### config.mk
export PLATFORM = sky130hd
export DESIGN_NAME = regfile_clr_flat
export DESIGN_NICKNAME = d
export VERILOG_FILES = /design/src/rtl/regfile_pkg.sv /design/src/rtl/regfile_clr_if.sv /design/src/rtl/regfile_clear_ctrl.sv /design/src/rtl/regfile_clr.sv /design/src/flat_wrapper.sv
export SDC_FILE = /design/constraint.sdc
export NUM_CORES = 1
export LEC_CHECK = 0
export CAP_MARGIN = 20
export CORE_MARGIN = 10
export CORE_UTILIZATION = 45
export CTS_BUF_LIST = sky130_fd_sc_hd__clkbuf_2 sky130_fd_sc_hd__clkbuf_4 sky130_fd_sc_hd__clkbuf_8
export CTS_CLUSTER_DIAMETER = 50
export DETAILED_ROUTE_END_ITERATION = 8
export GPL_ROUTABILITY_DRIVEN = 0
export GPL_TIMING_DRIVEN = 0
export PLACE_DENSITY = 0.7
export SLEW_MARGIN = 5
export SYNTH_ARGS = -nofsm -noshare
export SYNTH_HDL_FRONTEND = slang
export SYNTH_SLANG_ARGS = --single-unit
### constraint.sdc
create_clock -name Clk -period 3.9 [get_ports Clk]
set_input_delay 0.78 -clock Clk [delete_from_list [all_inputs] [get_ports Clk]]
set_output_delay 0.78 -clock Clk [all_outputs]
set_load 0.03 [all_outputs]
### src/rtl/regfile_pkg.sv
// rtl/regfile_pkg.sv - shared widths, state encoding and zero-register constant
package regfile_pkg;

  localparam int DATA_WIDTH_DEF = 32;
  localparam int ADDR_WIDTH_DEF = 5;
  localparam int ZERO_REG       = 0;

  typedef enum logic {
    CLEAR = 1'b0,
    READY = 1'b1
  } rf_state_e;

endpackage

### src/rtl/regfile_clr_if.sv
// rtl/regfile_clr_if.sv - register-file port bundle between initiator and register file
interface regfile_clr_if #(
  parameter int DATA_WIDTH = 32,
  parameter int ADDR_WIDTH = 5
) ();

  logic [ADDR_WIDTH-1:0] ReadRegister1;
  logic [ADDR_WIDTH-1:0] ReadRegister2;
  logic [ADDR_WIDTH-1:0] WriteRegister;
  logic [DATA_WIDTH-1:0] WriteData;
  logic                  RegWrite;
  logic [DATA_WIDTH-1:0] ReadData1;
  logic [DATA_WIDTH-1:0] ReadData2;
  logic                  Ready;
  logic                  WriteDropped;

  modport master (
    output ReadRegister1, ReadRegister2, WriteRegister, WriteData, RegWrite,
    input  ReadData1, ReadData2, Ready, WriteDropped
  );

  modport slave (
    input  ReadRegister1, ReadRegister2, WriteRegister, WriteData, RegWrite,
    output ReadData1, ReadData2, Ready, WriteDropped
  );

endinterface

### src/rtl/regfile_clear_ctrl.sv
// rtl/regfile_clear_ctrl.sv - post-reset clear sequencer, Ready and sticky WriteDropped
module regfile_clear_ctrl
  import regfile_pkg::*;
#(
  parameter int ADDR_WIDTH = ADDR_WIDTH_DEF
) (
  input  logic                  Clk,
  input  logic                  ResetN,
  input  logic                  i_reg_write,
  output logic                  o_ready,
  output logic                  o_write_dropped,
  output logic                  o_clear_en,
  output logic [ADDR_WIDTH-1:0] o_clear_addr
);

  localparam logic [ADDR_WIDTH-1:0] LAST_IDX  = '1;
  localparam logic [ADDR_WIDTH-1:0] FIRST_IDX = ADDR_WIDTH'(1);

  rf_state_e             r_state;
  logic [ADDR_WIDTH-1:0] r_clear_idx;
  logic                  r_ready;
  logic                  r_dropped;

  // Entry 0 is never stored, so the sweep starts at 1 and ends at DEPTH-1.
  always_ff @(posedge Clk or negedge ResetN) begin
    if (!ResetN) begin
      r_state     <= CLEAR;
      r_clear_idx <= FIRST_IDX;
      r_ready     <= 1'b0;
      r_dropped   <= 1'b0;
    end else begin
      case (r_state)
        CLEAR: begin
          if (i_reg_write) r_dropped <= 1'b1;
          if (r_clear_idx == LAST_IDX) begin
            r_state <= READY;
            r_ready <= 1'b1;
          end else begin
            r_clear_idx <= r_clear_idx + FIRST_IDX;
          end
        end
        READY: begin
          r_ready <= 1'b1;
        end
        default: begin
          r_state <= CLEAR;
          r_ready <= 1'b0;
        end
      endcase
    end
  end

  assign o_ready         = r_ready;
  assign o_write_dropped = r_dropped;
  assign o_clear_en      = (r_state == CLEAR);
  assign o_clear_addr    = r_clear_idx;

endmodule

### src/rtl/regfile_clr.sv
// rtl/regfile_clr.sv - 2R1W register file with post-reset clear and write-through bypass
module regfile_clr
  import regfile_pkg::*;
#(
  parameter int DATA_WIDTH = DATA_WIDTH_DEF,
  parameter int ADDR_WIDTH = ADDR_WIDTH_DEF
) (
  input  logic        Clk,
  input  logic        ResetN,
  regfile_clr_if.slave bus
);

  localparam int                    DEPTH     = 2 ** ADDR_WIDTH;
  localparam logic [ADDR_WIDTH-1:0] ZERO_ADDR = ADDR_WIDTH'(ZERO_REG);

  logic [DATA_WIDTH-1:0] r_mem [0:DEPTH-1];

  logic                  w_ready;
  logic                  w_dropped;
  logic                  w_clear_en;
  logic [ADDR_WIDTH-1:0] w_clear_addr;
  logic                  w_wr_en;
  logic [ADDR_WIDTH-1:0] w_wr_addr;
  logic [DATA_WIDTH-1:0] w_wr_data;
  logic [DATA_WIDTH-1:0] w_rd1;
  logic [DATA_WIDTH-1:0] w_rd2;

  regfile_clear_ctrl #(
    .ADDR_WIDTH (ADDR_WIDTH)
  ) u_clear_ctrl (
    .Clk             (Clk),
    .ResetN          (ResetN),
    .i_reg_write     (bus.RegWrite),
    .o_ready         (w_ready),
    .o_write_dropped (w_dropped),
    .o_clear_en      (w_clear_en),
    .o_clear_addr    (w_clear_addr)
  );

  // The clear sweep owns the write port; user writes are only accepted once Ready.
  always_comb begin
    w_wr_en   = 1'b0;
    w_wr_addr = w_clear_addr;
    w_wr_data = '0;
    if (w_clear_en) begin
      w_wr_en = 1'b1;
    end else if (bus.RegWrite && (bus.WriteRegister != ZERO_ADDR)) begin
      w_wr_en   = 1'b1;
      w_wr_addr = bus.WriteRegister;
      w_wr_data = bus.WriteData;
    end
  end

  always_ff @(posedge Clk) begin
    if (w_wr_en) r_mem[w_wr_addr] <= w_wr_data;
  end

  function automatic logic [DATA_WIDTH-1:0] read_port(input logic [ADDR_WIDTH-1:0] addr);
    if (addr == ZERO_ADDR || !w_ready)
      return '0;
    else if (bus.RegWrite && (bus.WriteRegister == addr))
      return bus.WriteData;
    else
      return r_mem[addr];
  endfunction

  always_comb begin
    w_rd1 = read_port(bus.ReadRegister1);
    w_rd2 = read_port(bus.ReadRegister2);
  end

  assign bus.ReadData1    = w_rd1;
  assign bus.ReadData2    = w_rd2;
  assign bus.Ready        = w_ready;
  assign bus.WriteDropped = w_dropped;

endmodule

### src/flat_wrapper.sv
// flat-port wrapper written by rule: the top's interface ports become plain ports
module regfile_clr_flat import regfile_pkg::*;
#(
  parameter int DATA_WIDTH = DATA_WIDTH_DEF,
  parameter int ADDR_WIDTH = ADDR_WIDTH_DEF
)
  (Clk, ResetN, bus_ReadRegister1, bus_ReadRegister2, bus_WriteRegister, bus_WriteData, bus_RegWrite, bus_ReadData1, bus_ReadData2, bus_Ready, bus_WriteDropped);
  regfile_clr_if #(.DATA_WIDTH(DATA_WIDTH), .ADDR_WIDTH(ADDR_WIDTH)) bus_i ();
  input  logic Clk;
  input  logic ResetN;
  input wire logic [$bits(bus_i.ReadRegister1)-1:0] bus_ReadRegister1;
  input wire logic [$bits(bus_i.ReadRegister2)-1:0] bus_ReadRegister2;
  input wire logic [$bits(bus_i.WriteRegister)-1:0] bus_WriteRegister;
  input wire logic [$bits(bus_i.WriteData)-1:0] bus_WriteData;
  input wire logic [$bits(bus_i.RegWrite)-1:0] bus_RegWrite;
  output wire logic [$bits(bus_i.ReadData1)-1:0] bus_ReadData1;
  output wire logic [$bits(bus_i.ReadData2)-1:0] bus_ReadData2;
  output wire logic [$bits(bus_i.Ready)-1:0] bus_Ready;
  output wire logic [$bits(bus_i.WriteDropped)-1:0] bus_WriteDropped;
  assign bus_i.ReadRegister1 = bus_ReadRegister1;
  assign bus_i.ReadRegister2 = bus_ReadRegister2;
  assign bus_i.WriteRegister = bus_WriteRegister;
  assign bus_i.WriteData = bus_WriteData;
  assign bus_i.RegWrite = bus_RegWrite;
  assign bus_ReadData1 = bus_i.ReadData1;
  assign bus_ReadData2 = bus_i.ReadData2;
  assign bus_Ready = bus_i.Ready;
  assign bus_WriteDropped = bus_i.WriteDropped;
  regfile_clr #(.DATA_WIDTH(DATA_WIDTH), .ADDR_WIDTH(ADDR_WIDTH)) u_core (.Clk(Clk), .ResetN(ResetN), .bus(bus_i));
endmodule
==> impl_metrics.json, run 1 <==
{
  "status": "complete, but fails checks",
  "violated_checks": "setup timing",
  "core_area_um2": 109000,
  "portBuffers": 106,
  "post_synth.cell_area_avg_um2": 17.7,
  "vias_per_cell": 6.93,
  "first_global_vias": 32100,
  "actual_transition_at_the_worst_max_transition_pin_ns": 1.18,
  "route.vias.total": 32300,
  "dp_hpwl_mm": 114,
  "cts_tree": "yes",
  "synth-xor-area-share_pct": 0.232,
  "die-area_um2": 123000,
  "max_slew_margin_pct": 21.2,
  "ys_async_sr_fraction_pct": 0.775,
  "overflow_left_after_global_routing": 0,
  "total_leakage_power_uw": 0.0207,
  "timing.setup.critical_path_class": "in2out",
  "grt_first_pass_wirelength_mm": 230,
  "setup-tns-final_ns": -0.0572,
  "holdCritPathClass": "in2async",
  "fin_nets": 3166,
  "synth_simple_gate_area_share_pct": 2.81,
  "crit_fanout": 10,
  "area_delta_synth_final_pct": 19.7,
  "multi_input_area_um2": 18500,
  "antenna_found_initial": 6,
  "pre_cts_ws_ns": -1.63,
  "timing.max_cap.violations": 0,
  "max_clock_freq_mhz": 254,
  "final_routed_drc_violation_total": 0,
  "die_h_um": 350,
  "timing.final.hold_violations": 0,
  "post_synth_inst_count": 2772,
  "cts.htree.levels": 4,
  "critPathArrivalTime_ns": 3.16,
  "maximum_clock_insertion_buffer_count": 3,
  "clk_pin_slew_ns": 0.06,
  "rsz_0062_raised_after_global_routing": "yes",
  "drt_pre_antenna_iters": 6,
  "yosys.cell_types.count": 52,
  "timing.final.crit_share_pct": 101,
  "wl_mm": 167,
  "worst_ir_drop_vdd_mv": 0.340,
  "synth-seq-area-share_pct": 63.1,
  "synth_compound_gate_area_share_pct": 8.29,
  "finalClockSkew_ns": 0.0397,
  "synth_top_family_by_area": "multiplexers",
  "number_of_buffers_created_by_cts": 161,
  "primary_ff_master_synth": "edfxtp_1",
  "yosys_register_bits": 1032,
  "register_to_register_setup_slack_ns": 0.27,
  "detail-route-antenna-nets": 0,
  "routed_wl_per_cell_um": 35.8,
  "insertion_delay_ns": 0.88,
  "ff_latch_area_um2": 31000,
  "synth.cell_area_um2": 49100,
  "final.min_clock_period_ns": 3.94,
  "worst_slack_ns": -0.0384,
  "synth_enable_flop_cells": 1024,
  "fin_worst_hold_slack_ns": 0.220,
  "fillers": 8208,
  "start_util_pct": 45.2,
  "yosysWarnings": 0,
  "crit_path_start_kind": "input port",
  "post_synthesis_share_of_cell_area_spent_on_full_adders_half_adders_and_majority_gates_pct": 0.0510,
  "clock-root-buffer": "clkbuf_8",
  "data_required_time_at_the_worst_endpoint_ns": 3.12,
  "synthMuxAreaShare_pct": 22.9,
  "cts.hold.buffers_added": 0,
  "power.density_cell_area_nw_per_um2": 412,
  "postSynthNetCount": 2824,
  "number_of_top_level_pins": 116,
  "setup_violations": 2,
  "layout-drive-gt1-share_pct": 38.2,
  "gr-usage-all-layers_pct": 26.5,
  "critPathCaptureType": "output pin",
  "number_of_standard_cell_rows_in_the_floorplan": 121,
  "timing_max_transition_violations_final": 0,
  "drt_iter0_drc": 4996,
  "clock_sink_total": 1032,
  "largest_net_degree_at_the_start_of_global_routing": 33,
  "fp.dieW_um": 350
}
==> through the flow <==
step	total power, uW	cells	cell area [um2]	util, %
after global routing	24700	4652	58700	54.1
after floorplan	13900	2772	49100	-
after CTS	24000	4622	57800	53.3
final	24200	4655	58700	54.1
after global placement	15000	4292	51900	47.8
after detailed placement	15000	4331	53000	48.8
==> cell type report <==
cell class	count	area share [%]
Antenna cell	4	0.0170
Inverter	7	0.0490
Tap cell	1414	3.01
Clock inverter	85	0.922
Clock buffer	201	4.34
Sequential cell	1032	52.7
Timing Repair Buffer	180	3.99
Buffer	235	3.52
Multi-Input combinational cell	1497	31.5
==> per-layer routing <==
layer	wire (um)	up-vias	GRT usage [%]	share of wire [%]
li1	-	12600	-	-
met1	58600	16600	33.7	35
met2	77300	2612	41.5	46
met3	23500	508	8.83	14
met4	7180	2	11.2	4.3
met5	15	-	0	0.0090
==> flip-flops by register name (all words and copies together) (netlist names) <==
register,flops
u_core.u_clear_ctrl.o_clear_addr,5
u_core.u_clear_ctrl.o_ready,1
u_core.r_mem,1024
u_core.u_clear_ctrl.o_write_dropped,1
u_core.u_clear_ctrl.r_state,1
==> cells in the final DEF (no fill, tap or decap), types with 27 or more instances in the layout <==
master           count
clkdlybuf4s50_1     35
buf_2               35
a221o_1             56
clkbuf_4            82
nor2_1              72
clkbuf_8           179
o221ai_1            31
a221oi_2            79
clkinv_1            44
buf_6               42
clkbuf_2            41
edfxtp_1          1024
nand2_1             44
and2_1              33
buf_12              31
buf_8               36
a21oi_1             32
mux2i_1            252
o21bai_1            63
mux2_2              64
clkdlybuf4s15_2     29
nor2_4              37
nand3_1             36
nor2b_1             35
a22oi_1             92
a21oi_2             27
mux4_2             355
buf_4               56
==> critical path, stage by stage <==
cell	delay, ns
clkdlybuf4s15_2	0.28
buf_6	0.21
inv_4	0.27
clkbuf_8	0.31
o221ai_1	0.15
o21ai_1	0.32
a221o_1	0.37
dlygate4sd2_1	0.45
==> synth_stat cells (33+ instances only) <==
master	n	area share [%]
edfxtp_1	1024	63
nor2_1	107	0.82
clkbuf_1	108	0.83
a221o_1	62	1.3
mux2i_1	254	5.2
a22oi_1	96	1.5
and2_1	33	0.42
nand2_1	45	0.34
a221oi_1	126	2.2
a21oi_1	67	0.68
mux2_2	64	1.5
nor2b_1	35	0.45
mux4_2	355	16
o21bai_1	63	0.96
nand3_1	36	0.37
buf_2	69	0.70
==> timing repair <==
item	CTS	global route
cloned	1	1
pin swaps	12	25
setup endpoints to repair	64	61
setup buffers	5	3
resized for setup	615	163
==> cells by family (layout without fill, tap and decap cells) <==
logic type / after synthesis / after routing
other cells: 0 / 4
fa+ha+maj: 2 / 2
mux: 673 / 673
xor+xnor: 13 / 13
compound gates: 522 / 522
flops: 1032 / 1032
simple gates: 286 / 287
buf+inv: 244 / 708
==> final timing paths <==
path	start	to	cells after the start
hold reg to reg	u_core.u_clear_ctrl.o_write_dropped$_DFFE_PN0P_	u_core.u_clear_ctrl.o_write_dropped$_DFFE_PN0P_	1
setup / recovery	bus_ReadRegister2[4]	bus_ReadData2[31]	8
min in group Clk	bus_RegWrite	u_core.u_clear_ctrl.o_write_dropped$_DFFE_PN0P_	2
max in group asynchronous	ResetN	u_core.u_clear_ctrl.o_clear_addr[0]$_DFFE_PN1P_	1
setup reg to reg	u_core.u_clear_ctrl.r_state$_DFF_PN0_	u_core.r_mem[29][10]$_DFFE_PP_	8
hold / removal	ResetN	u_core.u_clear_ctrl.o_clear_addr[3]$_DFFE_PN0P_	1
==> where the power goes <==
group | internal, uW | switching [uW]
Sequential | 12200 | 8.52
Clock | 4590 | 4440
Combinational | 1050 | 1860
Power figures use the tool's default switching activity.
==> inputs of run 2 (changes only) <==
Settings changed: SETUP_SLACK_MARGIN from default to 0.1.
==> impl_metrics.json, run 2 (synthesized netlist as in run 1, its figures left out) <==
{
  "grt.met2_usage_pct": 41.5,
  "crit_path_top_delay_cell": "dlygate4sd2_1",
  "finalClockSkew_ns": 0.0362,
  "gr-usage-all-layers_pct": 26.5,
  "grt_first_pass_wirelength_mm": 231,
  "layout-drive-gt1-share_pct": 39.5,
  "crit_fanout": 10,
  "number_of_standard_cell_rows_in_the_floorplan": 121,
  "cell_by_cell_listing_of_the_critical_path": "dlygate4sd2_1 > xnor2_1 > nand4_1 > or2_2 > nor2_2 > buf_6 > a221o_1 > clkdlybuf4s15_2",
  "largest_net_degree_at_the_start_of_global_routing": 33,
  "max_slew_margin_pct": 19.8,
  "core_area_um2": 109000,
  "detail-route-antenna-nets": 0,
  "antenna_found_initial": 8,
  "insertion_delay_ns": 0.88,
  "timing.setup.critical_path_class": "in2out",
  "number_of_flip_flops_in_the_largest_register": 1024,
  "final_routed_drc_violation_total": 0,
  "dp_hpwl_mm": 114,
  "vias_per_cell": 6.93,
  "start_util_pct": 45.2,
  "fin_worst_hold_slack_ns": 0.216,
  "routed_wl_per_cell_um": 35.8,
  "fillers": 8137,
  "fin_nets": 3168,
  "actual_transition_at_the_worst_max_transition_pin_ns": 1.20,
  "final.min_clock_period_ns": 3.85,
  "number_of_top_level_pins": 116,
  "maximum_clock_insertion_buffer_count": 3,
  "holdCritPathClass": "in2async",
  "most_common_cell_after_layout_fill_and_taps_aside": "edfxtp_1",
  "critPathCaptureType": "output pin",
  "drt_pre_antenna_iters": 8,
  "timing_max_transition_violations_final": 0,
  "overflow_left_after_global_routing": 0,
  "crit_path_start_kind": "input port",
  "max_flop_register": "u_core.r_mem",
  "setup_violations": 0,
  "clock-root-buffer": "clkbuf_8",
  "timing.final.crit_share_pct": 98.6,
  "cts.htree.levels": 4,
  "layoutNonFillerInstCount": 4654,
  "data_required_time_at_the_worst_endpoint_ns": 3.12,
  "fp.dieW_um": 350,
  "placed_instances": 4331,
  "rsz_0062_raised_after_global_routing": "yes",
  "status": "finished, final reports clean",
  "critical_path.max_stage_delay_ns": 0.42,
  "area_delta_synth_final_pct": 20.6,
  "power.density_cell_area_nw_per_um2": 410,
  "die_h_um": 350,
  "grt_busiest_layer": "met2",
  "max_clock_freq_mhz": 260,
  "timing.max_cap.violations": 0,
  "drt_iter0_drc": 5062,
  "number_of_buffers_created_by_cts": 161,
  "die-area_um2": 123000,
  "final_cell_mix": "edfxtp_1, mux4_2, mux2i_1",
  "total_leakage_power_uw": 0.0208,
  "route.vias.total": 32300,
  "worst_ir_drop_vdd_mv": 0.342,
  "global_route.usage.met3_pct": 8.92,
  "wl_mm": 167,
  "grt_use_met1_pct": 33.7,
  "clk_pin_slew_ns": 0.06,
  "critPathArrivalTime_ns": 3.07,
  "first_global_vias": 32100,
  "cts_tree": "yes",
  "portBuffers": 106,
  "final_core_utilization_pct": 54.5,
  "timing.final.hold_violations": 0,
  "clock_sink_total": 1032
}
## run 2: changes by cell type in the layout (fill, tap and decap cells not counted), moves of 6 or more
cell and delta:
buf_6 +11, a21oi_2 +7, a221oi_1 -6, a221oi_4 +16, a221oi_2 -10, buf_8 +11, clkdlybuf4s15_1 -7, buf_4 -6
a21oi_1 -7, clkbuf_2 -8
## run 2: report_power, final
part | internal (uW) | switching (uW)
clock network | 4590 | 4450
logic | 1090 | 1890
registers | 12200 | 8.61
## run 2: metal layers
layer	share of wire (%)	vias up
li1	-	12600
met1	35	16500
met2	46	2687
met3	14	505
met4	4.4	6
met5	0.028	-
## run 2: worst paths after layout
path | from | end | slack (ns) | cells past startpoint
worst min register to register | u_core.u_clear_ctrl.o_write_dropped$_DFFE_PN0P_ | u_core.u_clear_ctrl.o_write_dropped$_DFFE_PN0P_ | 0.46 | 1
min in group Clk | u_core.u_clear_ctrl.o_write_dropped$_DFFE_PN0P_ | u_core.u_clear_ctrl.o_write_dropped$_DFFE_PN0P_ | 0.46 | 1
max in group asynchronous | ResetN | u_core.u_clear_ctrl.o_clear_addr[0]$_DFFE_PN1P_ | 3.37 | 1
worst min-delay path | ResetN | u_core.u_clear_ctrl.o_clear_addr[3]$_DFFE_PN0P_ | 0.22 | 1
worst max register to register | u_core.u_clear_ctrl.r_state$_DFF_PN0_ | u_core.r_mem[29][10]$_DFFE_PP_ | 0.28 | 8
worst max-delay path | bus_ReadRegister1[3] | bus_ReadData1[6] | 0.05 | 8
## run 2: cell type report
cell class | instances | area [um2] | share of cell area, %
multi-input cells | 1496 | 18800 | 31.7
plain buffers | 237 | 2310 | 3.90
clock buffers | 201 | 2550 | 4.30
flip-flops and latches | 1032 | 31000 | 52.3
inverters | 7 | 28.8 | 0.0486
diodes | 1 | 2.50 | 0.00423
repair buffers | 181 | 2280 | 3.86
clock inverters | 85 | 542 | 0.915
well taps | 1414 | 1770 | 2.99
## run 2: per-stage QoR
| step | instance area [um2] | setup slack, ns | total power (uW) | setup TNS (ns) |
|---|---|---|---|---|
| after floorplan | 49100 | 0.155 | 13900 | 0 |
| after global placement | 51900 | -2.73 | 15000 | -2913.89 |
| after detailed placement | 53000 | -1.63 | 15000 | -879.19 |
| after CTS | 58100 | 0.0375 | 24000 | 0 |
| after global routing | 59200 | 0.0570 | 24800 | 0 |
| final | 59200 | 0.0538 | 24300 | 0 |
## run 2: timing repair
item / 4_1_cts / 5_1_grt
hold buffers: 0 / 0
pin swaps: 28 / 29
gates resized for setup: 743 / 231
gates cloned: 1 / 0
endpoints found under the setup margin: 64 / 64
setup buffers: 7 / 2
## run 2: worst max-delay path, delay by kind of cell
kind                   cells  cell delay (ns)
AO/OA/AOI/OAI              1             0.28
XOR/XNOR                   1             0.16
AND/OR/NAND/NOR            3             0.82
buffers and inverters      3             1.00
